File: src/rtl/hwag_pkg.sv
// Shared types and default sizes for the HWAG crank-wheel synchroniser.
// Tooth index is 0 for the first tooth after the missing-tooth gap.
package hwag_pkg;

  localparam int HWAG_WIDTH   = 24;
  localparam int HWAG_TOOTH_W = 6;
  localparam int HWAG_TEETH   = 58;

  localparam int HIST_W   = 2;
  localparam int HIST_MAX = 3;

  typedef enum logic [1:0] {
    IDLE,
    SEARCH,
    VERIFY,
    LOCKED
  } hwag_state_t;

endpackage

File: src/rtl/hwag_gap_sync_if.sv
// Sensor/control inputs and sync status outputs of the gap synchroniser.
// The master side drives edges and period limits; the slave side is the synchroniser.
interface hwag_gap_sync_if
  import hwag_pkg::*;
#(
  parameter int WIDTH   = HWAG_WIDTH,
  parameter int TOOTH_W = HWAG_TOOTH_W
);

  logic               enable;
  logic               cap_edge;
  logic [WIDTH-1:0]   min_period;
  logic [WIDTH-1:0]   max_period;
  logic [WIDTH-1:0]   period;
  logic [TOOTH_W-1:0] tooth_num;
  logic               gap_pulse;
  logic               locked;
  logic               stall;
  logic               err;

  modport master (
    output enable, cap_edge, min_period, max_period,
    input  period, tooth_num, gap_pulse, locked, stall, err
  );

  modport slave (
    input  enable, cap_edge, min_period, max_period,
    output period, tooth_num, gap_pulse, locked, stall, err
  );

endinterface

File: src/rtl/hwag_cap_history.sv
// Tooth-period timer, 3-deep capture history and registered gap/normal checks.
// HWAG_GAP_GLITCH_FILTER_EN: edges arriving while timer < min_period are discarded.
module hwag_cap_history
  import hwag_pkg::*;
#(
  parameter int WIDTH = HWAG_WIDTH
) (
  input  logic              clk,
  input  logic              n_rst,
  input  logic              enable,
  input  logic              cap_edge,
  input  logic              hist_clr,
  input  logic [WIDTH-1:0]  min_period,
  input  logic [WIDTH-1:0]  max_period,
  output logic [WIDTH-1:0]  period,
  output logic [HIST_W-1:0] hist_cnt,
  output logic              chk,
  output logic              gap,
  output logic              normal,
  output logic              stall,
  output logic              timeout
);

  logic [WIDTH-1:0] timer;
  logic [WIDTH-1:0] cap0;
  logic [WIDTH-1:0] cap1;
  logic [WIDTH-1:0] cap2;
  logic [WIDTH-1:0] timer_inc;
  logic [WIDTH-1:0] half_gap;
  logic             acc;
  logic             gap_d;
  logic             norm_d;

  // Checks use the post-shift view: new cap0 = timer, new cap1 = cap0, new cap2 = cap1.
  always_comb begin
    timer_inc = (&timer) ? timer : timer + WIDTH'(1);
`ifdef HWAG_GAP_GLITCH_FILTER_EN
    acc = cap_edge && (timer >= min_period);
`else
    acc = cap_edge;
`endif
    half_gap = cap0 >> 1;
    gap_d    = (timer < half_gap) && (cap1 < half_gap);
    norm_d   = (timer > min_period) && (cap0 > min_period) && (cap1 > min_period)
               && !((timer >= max_period) && (cap0 >= max_period));
  end

  always_ff @(posedge clk or negedge n_rst) begin
    if (!n_rst) begin
      timer    <= '0;
      cap0     <= '0;
      cap1     <= '0;
      cap2     <= '0;
      hist_cnt <= '0;
      chk      <= 1'b0;
      gap      <= 1'b0;
      normal   <= 1'b0;
      stall    <= 1'b0;
      timeout  <= 1'b0;
    end else if (!enable) begin
      timer    <= '0;
      cap0     <= '0;
      cap1     <= '0;
      cap2     <= '0;
      hist_cnt <= '0;
      chk      <= 1'b0;
      gap      <= 1'b0;
      normal   <= 1'b0;
      stall    <= 1'b0;
      timeout  <= 1'b0;
    end else begin
      chk     <= acc;
      timeout <= 1'b0;
      if (acc) begin
        timer  <= WIDTH'(1);
        cap0   <= timer;
        cap1   <= cap0;
        cap2   <= cap1;
        gap    <= gap_d;
        normal <= norm_d;
        stall  <= 1'b0;
        if (hist_clr)
          hist_cnt <= HIST_W'(1);
        else if (hist_cnt != HIST_W'(HIST_MAX))
          hist_cnt <= hist_cnt + HIST_W'(1);
      end else if (timer > max_period) begin
        // Timer keeps running so the edge that ends the stall captures the real gap length.
        timer    <= timer_inc;
        cap0     <= '0;
        cap1     <= '0;
        cap2     <= '0;
        hist_cnt <= '0;
        stall    <= 1'b1;
        timeout  <= !stall;
      end else begin
        timer <= timer_inc;
        if (hist_clr)
          hist_cnt <= '0;
      end
    end
  end

  assign period = cap0;

endmodule

File: src/rtl/hwag_gap_sync.sv
// Crank-wheel synchroniser: finds the missing-tooth gap, verifies it over one revolution, tracks tooth index.
// HWAG_GAP_GLITCH_FILTER_EN (in hwag_cap_history) enables short-edge rejection.
module hwag_gap_sync
  import hwag_pkg::*;
#(
  parameter int WIDTH   = HWAG_WIDTH,
  parameter int TOOTH_W = HWAG_TOOTH_W,
  parameter int TEETH   = HWAG_TEETH
) (
  input logic           clk,
  input logic           n_rst,
  hwag_gap_sync_if.slave bus
);

  localparam logic [TOOTH_W-1:0] LAST_TOOTH = TOOTH_W'(TEETH - 1);

  logic [HIST_W-1:0]  hist_cnt;
  logic               chk;
  logic               gap;
  logic               normal;
  logic               timeout;
  logic               hist_clr;
  logic               hist_stall;
  logic [WIDTH-1:0]   hist_period;
  hwag_state_t        state;
  hwag_state_t        nxt;
  logic [TOOTH_W-1:0] tooth;
  logic [TOOTH_W-1:0] tooth_nxt;
  logic               gap_ev;
  logic               err_ev;

  hwag_cap_history #(.WIDTH(WIDTH)) u_hist (
    .clk        (clk),
    .n_rst      (n_rst),
    .enable     (bus.enable),
    .cap_edge   (bus.cap_edge),
    .hist_clr   (hist_clr),
    .min_period (bus.min_period),
    .max_period (bus.max_period),
    .period     (hist_period),
    .hist_cnt   (hist_cnt),
    .chk        (chk),
    .gap        (gap),
    .normal     (normal),
    .stall      (hist_stall),
    .timeout    (timeout)
  );

  always_ff @(posedge clk or negedge n_rst) begin
    if (!n_rst) begin
      state <= IDLE;
      tooth <= '0;
    end else if (!bus.enable) begin
      state <= IDLE;
      tooth <= '0;
    end else begin
      state <= nxt;
      tooth <= tooth_nxt;
    end
  end

  // An abnormal period also drops the history count so IDLE waits for three fresh edges.
  always_comb begin
    nxt       = state;
    tooth_nxt = tooth;
    gap_ev    = 1'b0;
    err_ev    = 1'b0;
    hist_clr  = 1'b0;
    if (timeout) begin
      nxt       = IDLE;
      tooth_nxt = '0;
      err_ev    = (state == LOCKED);
    end else begin
      case (state)
        IDLE: begin
          if (hist_cnt == HIST_W'(HIST_MAX))
            nxt = SEARCH;
        end
        SEARCH: begin
          if (chk) begin
            if (!normal) begin
              err_ev    = 1'b1;
              nxt       = IDLE;
              tooth_nxt = '0;
              hist_clr  = 1'b1;
            end else if (gap) begin
              gap_ev    = 1'b1;
              tooth_nxt = '0;
              nxt       = VERIFY;
            end
          end
        end
        VERIFY, LOCKED: begin
          if (chk) begin
            if (!normal) begin
              err_ev    = 1'b1;
              nxt       = IDLE;
              tooth_nxt = '0;
              hist_clr  = 1'b1;
            end else if (tooth == LAST_TOOTH) begin
              if (gap) begin
                gap_ev    = 1'b1;
                tooth_nxt = '0;
                nxt       = LOCKED;
              end else begin
                err_ev = 1'b1;
                nxt    = SEARCH;
              end
            end else if (gap) begin
              err_ev = 1'b1;
              nxt    = SEARCH;
            end else begin
              tooth_nxt = tooth + TOOTH_W'(1);
            end
          end
        end
        default: nxt = IDLE;
      endcase
    end
  end

  always_comb begin
    bus.gap_pulse = gap_ev;
    bus.err       = err_ev;
    bus.locked    = (state == LOCKED);
    bus.tooth_num = tooth_nxt;
    bus.stall     = hist_stall;
    bus.period    = hist_period;
  end

endmodule

File: src/flat_wrapper.sv
// flat-port wrapper written by rule: the top's interface ports become plain ports
module hwag_gap_sync_flat import hwag_pkg::*;
#(
  parameter int WIDTH   = HWAG_WIDTH,
  parameter int TOOTH_W = HWAG_TOOTH_W,
  parameter int TEETH   = HWAG_TEETH
)
  (clk, n_rst, bus_enable, bus_cap_edge, bus_min_period, bus_max_period, bus_period, bus_tooth_num, bus_gap_pulse, bus_locked, bus_stall, bus_err);
  hwag_gap_sync_if #(.WIDTH(WIDTH), .TOOTH_W(TOOTH_W)) bus_i ();
  input logic clk;
  input logic n_rst;
  input wire logic [$bits(bus_i.enable)-1:0] bus_enable;
  input wire logic [$bits(bus_i.cap_edge)-1:0] bus_cap_edge;
  input wire logic [$bits(bus_i.min_period)-1:0] bus_min_period;
  input wire logic [$bits(bus_i.max_period)-1:0] bus_max_period;
  output wire logic [$bits(bus_i.period)-1:0] bus_period;
  output wire logic [$bits(bus_i.tooth_num)-1:0] bus_tooth_num;
  output wire logic [$bits(bus_i.gap_pulse)-1:0] bus_gap_pulse;
  output wire logic [$bits(bus_i.locked)-1:0] bus_locked;
  output wire logic [$bits(bus_i.stall)-1:0] bus_stall;
  output wire logic [$bits(bus_i.err)-1:0] bus_err;
  assign bus_i.enable = bus_enable;
  assign bus_i.cap_edge = bus_cap_edge;
  assign bus_i.min_period = bus_min_period;
  assign bus_i.max_period = bus_max_period;
  assign bus_period = bus_i.period;
  assign bus_tooth_num = bus_i.tooth_num;
  assign bus_gap_pulse = bus_i.gap_pulse;
  assign bus_locked = bus_i.locked;
  assign bus_stall = bus_i.stall;
  assign bus_err = bus_i.err;
  hwag_gap_sync #(.WIDTH(WIDTH), .TOOTH_W(TOOTH_W), .TEETH(TEETH)) u_core (.clk(clk), .n_rst(n_rst), .bus(bus_i));
endmodule
File: config.mk
export PLATFORM = sky130hd
export DESIGN_NAME = hwag_gap_sync_flat
export DESIGN_NICKNAME = d
export VERILOG_FILES = /design/src/rtl/hwag_pkg.sv /design/src/rtl/hwag_gap_sync_if.sv /design/src/rtl/hwag_cap_history.sv /design/src/rtl/hwag_gap_sync.sv /design/src/flat_wrapper.sv
export SDC_FILE = /design/constraint.sdc
export NUM_CORES = 1
export LEC_CHECK = 0
export ABC_AREA = 1
export CORE_UTILIZATION = 40
export CTS_CLUSTER_DIAMETER = 80
export CTS_CLUSTER_SIZE = 30
export DETAILED_ROUTE_END_ITERATION = 10
export SKIP_LAST_GASP = 1
export SYNTH_ARGS = -nofsm -noshare
export SYNTH_HDL_FRONTEND = slang
export SYNTH_SLANG_ARGS = --single-unit
File: constraint.sdc
create_clock -name clk -period 4.3 [get_ports clk]
set_clock_uncertainty 0.1 [all_clocks]
set_input_delay 1.29 -clock clk [delete_from_list [all_inputs] [get_ports clk]]
set_output_delay 1.29 -clock clk [all_outputs]
set_load 0.005 [all_outputs]
# [Word-level counts from Yosys, hierarchy flattened]
# Cells that the tools add are included.
# Widths: inputs -> output; s select.
[classes] n_addsub=3 mul=0 div=0 n_lt_le_gt_ge=8 n_eq_ne=16 n_shift=0 n_mux=65 bitwise=0 reduce_logical=13
[ops] op="$mux 24" count=8
[ops] op="$gt 24x24->1" count=4
[ops] op="$mux 6" count=9
[ops] op="$ge 24x24->1" count=2
[ops] op="$lt 24x23->1" count=2
[ops] op="$mux 2" count=17
[ops] op="$mux 1" count=27
[ops] op="$add 24x1->24 const B" count=1
[ops] op="$reduce_and 24->1" count=1
[ops] op="$pmux 6 s2" count=1
[ops] op="$ne 4x4->1 const B" count=2
[ops] op="$add 6x1->6 const B" count=1
[ops] op="$eq 2x2->1 const B" count=3
[ops] op="$eq 6x6->1 const B" count=1
[ops] op="$ne 6x5->1 const B" count=1
[ops] op="$pmux 2 s3" count=1
[ops] op="$logic_and 1x1->1" count=5
[ops] op="$ne 5x5->1 const B" count=1
[ops] op="$reduce_and 5->1" count=1
[ops] op="$ne 4x1->1 const B" count=1
[ops] op="$ne 4x2->1 const B" count=1
[ops] op="$ne 4x3->1 const B" count=1
[ops] op="$pmux 1 s2" count=2
[ops] op="$ne 3x1->1 const B" count=1
[ops] op="10 further kinds" count=11
[totals] ff_bits=87 latchBits=0 ramBits=0 rom_bits=0 mem_count=0

# [Longest topological paths before layout]
[depth] ltp_word=8 ltp_mapped=16

# [Hierarchy]
# Synthesis repeated with hierarchy kept, for this count alone.
[unflattened] hier_cells=1131 hier_area_um2=8303.0
[modules_own_cells] mod="hwag_cap_history" n_inst=1 cells_per_inst=973 area_per_inst_um2=7370.8 seq_area_each_um2=1976.9
[modules_own_cells] mod="hwag_gap_sync" n_inst=1 cells_per_inst=158 area_per_inst_um2=932.1 seq_area_each_um2=200.2

# [Worst setup path before layout]
# No wires, ideal clock.
[synth_path] path_kind="input to register" from="in bus_max_period[15]" to="reg u_core.u_hist.cap1[0]" setup_time_ns=0.133 arrival_time_ns=2.614 t_required_ns=4.067 slack_ns=1.454 stages=12 path_buffers=1 path_cell_list="inv_1 > ha_1 > nand2_1 > nor2_1 > nand4_1 > nor2_1 > nand2_1 > nand3_1 > nand2_2 > nand2_2 > buf_2 > o22ai_1"
[synth_between] elab_chain_cells=2
[synth_lines] item="start: declaration" line="flat_wrapper.sv:15" rtl="input wire logic [$bits(bus_i.max_period)-1:0] bus_max_period;"
[synth_lines] item="$gt 24x24->1" line="hwag_cap_history.sv:86" rtl="end else if (timer > max_period) begin"
[synth_lines] item="$ne 3x1->1 (no line)"
[synth_lines] item="end signal: assignment" line="hwag_cap_history.sv:77" rtl="cap1 <= cap0;"
[synth_lines] item="end: declaration" line="hwag_cap_history.sv:26" rtl="logic [WIDTH-1:0] cap1;"
# No other way between the ends.
# A chain may end at the register's enable or synchronous reset.

# [Worst setup path after layout]
[layout_path] from="reg u_core.tooth[1]" to="out bus_gap_pulse"
[layout_between] elab_chain_cells=6
[layout_lines] item="start: declaration" line="hwag_gap_sync.sv:27" rtl="logic [TOOTH_W-1:0] tooth;"
[layout_lines] item="start signal: assignment" line="hwag_gap_sync.sv:58" rtl="tooth <= tooth_nxt;"
[layout_lines] item="$eq 6x6->1" line="hwag_gap_sync.sv:100" rtl="end else if (tooth == LAST_TOOTH) begin"
[layout_lines] item="$mux 1" line="hwag_gap_sync.sv:100"
[layout_lines] item="$mux 1" line="hwag_gap_sync.sv:95" rtl="if (!normal) begin"
[layout_lines] item="$mux 1" line="hwag_gap_sync.sv:94" rtl="if (chk) begin"
[layout_lines] item="$pmux 1 s2" line="hwag_gap_sync.sv:74" rtl="case (state)"
[layout_lines] item="$mux 1" line="hwag_gap_sync.sv:69" rtl="if (timeout) begin"
[layout_lines] item="end: declaration" line="flat_wrapper.sv:18" rtl="output wire logic [$bits(bus_i.gap_pulse)-1:0] bus_gap_pulse;"
# No other way between the ends.

==> metrics <==
Hold Path Stages=1; critical path type=reg -> out; depth of the worst register-to-register path=12; worst-path cell chain=inv_1 > ha_1 > nand4_1 > inv_1 > ha_1 > nor2_1 > nor2_1 > nand3_1 > nor3_1 > clkdlybuf4s50_1; syn avg cell area=7.428 um2; largest net degree at the start of global routing=72; vias in the first global route=7332; Post-Route WL=23.71 mm; Least-Margin Pin Slew=0.9697 ns; hold_ws=0.3700 ns; Pre-antenna DRT Iters=5; Top delay family on crit path=buffers and inverters; IO Port Bufs=85; post-DP HPWL=18.97 mm; Hold Fails Final Rpt=0; setup tns final=0 ns; PwrDens=192.0 nW/um2; initial antenna violation count=0; Crit path largest cell delay=0.52 ns; PostCTS Resize Cnt=0; CORE AREA=19650 um2; antenna-violating nets left=0; Clock Root Buffer=clkbuf_16; die footprint=20830 um2; CP endpoint kind=output pin; Reg2Reg Setup Slack=1.63 ns; Max VDD drop=0.1587 mV; unrepaired setup endpoints after global routing=false; cell count after synthesis=1091; diodes inserted=0; Yosys warnings=0; layout cells sized above 1=3.215%; Area after DPL=9283 um2; die boundary height=144.3 um; Syn Nets=1313; hold buffers post-CTS=0; first-pass GRT wire length=38.57 mm; I/O pins=86; total CTS buffers=9; Worst Path Arrival=2.49 ns; initial core utilization=41.23%; WP depth=10; commonest non-fill, non-tap cells in the layout=nand2_1 (209), ha_1 (170), inv_1 (163); H-tree depth=3; Post-Syn Area=8104 um2; routed via count=7581; # placed instances=1433; GRT Residual Overflow=0; initial detailed-routing violation count=430; DRC=0; Overall Power=1.836 mW; final core occ=48.66%; worst slack, placed=0.3696 ns; post-DR wirelength/cell=16.38 um; post-synthesis sequential area ratio=26.86%; Worst-path clk slew=0.06 ns; Worst R2R Start=u_core.u_hist.timer[15]; worst reg2reg path endpoint=u_core.u_hist.hist_cnt[1]; Final Instance Area=9563 um2; CP Launch Type=flip-flop; final slew viol count=0; GRT Util Overall=24.33%; Req. time, crit path=2.91 ns; Max Freq=257.6 MHz; Period minus WS final=3.882 ns; Buf+Inv Stages, Crit Path=3; WHS Endpoint=u_core.u_hist.timeout; Clock Path Buffers=2; Sink Count=87; TritonCTS clock tree=built; worst-path fanout max=5; most common cell after layout, fill and taps aside=nand2_1; # Max-Cap Violations=0; clock latency on the worst-skew pair=0.35 ns; buffer count from post-CTS setup fixing=0; HP Class=reg -> reg; hold_sp=u_core.u_hist.stall; Lkg Pwr=4.928 nW; Rows=51; flops & latches, synth=87; die width=144.3 um; period utilization=90.27%; GPL Wtd Cong=0.8758; Final WS setup=0.4184 ns; vias per cell=5.239; area added between synthesis and finish=18.00%; status=completed; slowest CP cell=clkdlybuf4s50_1; Post-Layout Cell Count=1447; Max transition margin=35.35%; fin nets=1401; setup violators final=0; Distinct cells, synth=39
==> cell type report <==
| class | instances | area, um2 |
|---|---|---|
| Fill cell | 1999 | 10090 |
| Sequential cell | 87 | 2177 |
| Timing Repair Buffer | 94 | 915.9 |
| Clock buffer | 13 | 250.2 |
| Tap cell | 265 | 331.6 |
| Inverter | 166 | 623.1 |
| Clock inverter | 1 | 30.03 |
| Multi-Input combinational cell | 821 | 5235 |
==> worst register-to-register path, stage by stage (launching register included) <==
cell and delay (ns):
dfrtp_1 0.49, ha_1 0.35, nand2_1 0.07, nor2_1 0.21, nand4_1 0.18, nor2_1 0.18, nand2_1 0.09, nand3_1 0.10
nand2_2 0.07, nand2_2 0.43, nand2_1 0.16, nand3_1 0.10, nand2_1 0.05
==> logic make-up (layout without fill, tap and decap cells) <==
logic type	count (synthesis)	in the layout	share of synthesized area [%]
buffers and inverters	183	274	8.631
and+or+nand+nor	436	436	23.58
AOI/OAI and AO/OA	214	214	14.57
DFF	87	87	26.86
xor gates and xnor gates	1	1	0.1081
adders and majority gates	170	170	26.25
==> per-layer routing <==
metal	track usage, %	vias to the layer above	share of wire [%]
li1	-	3904	-
met1	34.10	3516	49
met2	39.37	144	45
met3	3.013	17	4.2
met4	6.260	0	1.3
met5	0	-	0
==> power by group <==
group	switching [mW]	internal (mW)
Combinational	0.134	0.0949
Clock	0.315	0.461
Sequential	0.00703	0.824
Total	0.457	1.38
==> how the worst max path moves through the flow <==
stage / startpoint / endpoint / slack (ns)
6_report: u_core.tooth[1] / bus_gap_pulse / 0.42
5_1_grt: u_core.tooth[1] / bus_gap_pulse / 0.20
4_1_cts: u_core.tooth[1] / bus_gap_pulse / 0.38
3_5_place_dp: bus_max_period[15] / u_core.u_hist.hist_cnt[1] / 0.37
3_3_place_gp: bus_max_period[15] / u_core.u_hist.hist_cnt[1] / 0.38
2_1_floorplan: bus_max_period[15] / u_core.u_hist.cap1[0] / 1.45
==> registers in the layout, indices dropped and copies added (netlist names) <==
register	flops
u_core.tooth	6
u_core.u_hist.cap1	24
u_core.u_hist.timer	24
u_core.u_hist.normal	1
u_core.state	2
u_core.u_hist.hist_cnt	2
u_core.u_hist.gap	1
u_core.u_hist.period	24
u_core.u_hist.timeout	1
u_core.u_hist.stall	1
u_core.u_hist.chk	1
==> synthesized netlist by cell type <==
master	n	area share [%]
nand2_1	209	9.7
ha_1	170	26
inv_1	163	7.5
a21oi_1	88	5.4
nor2_1	88	4.1
dfrtp_1	87	27
nand3_1	74	4.6
o21ai_0	73	4.5
nand4_1	28	2.2
o22ai_1	21	1.6
nor3_1	17	1.0
buf_2	10	0.62
clkbuf_1	7	0.32
nand2_2	6	0.46
o21a_1	6	0.56
nor4_1	5	0.39
o211ai_1	5	0.46
a21o_1	3	0.28
a31oi_1	3	0.23
inv_2	3	0.14
a2111oi_0	2	0.22
a211oi_1	2	0.19
and2_1	2	0.15
nand3_2	2	0.25
o21ai_1	2	0.12
o21bai_1	2	0.19
a21boi_0	1	0.093
a21boi_2	1	0.14
a21oi_2	1	0.11
a22oi_1	1	0.093
a41oi_1	1	0.11
nand3b_1	1	0.093
nand4_4	1	0.26
nor3b_1	1	0.093
nor4_4	1	0.26
o2111ai_1	1	0.11
o211a_1	1	0.12
or2_2	1	0.077
xor2_1	1	0.11
Note: power is estimated with default switching activity, not from simulation.
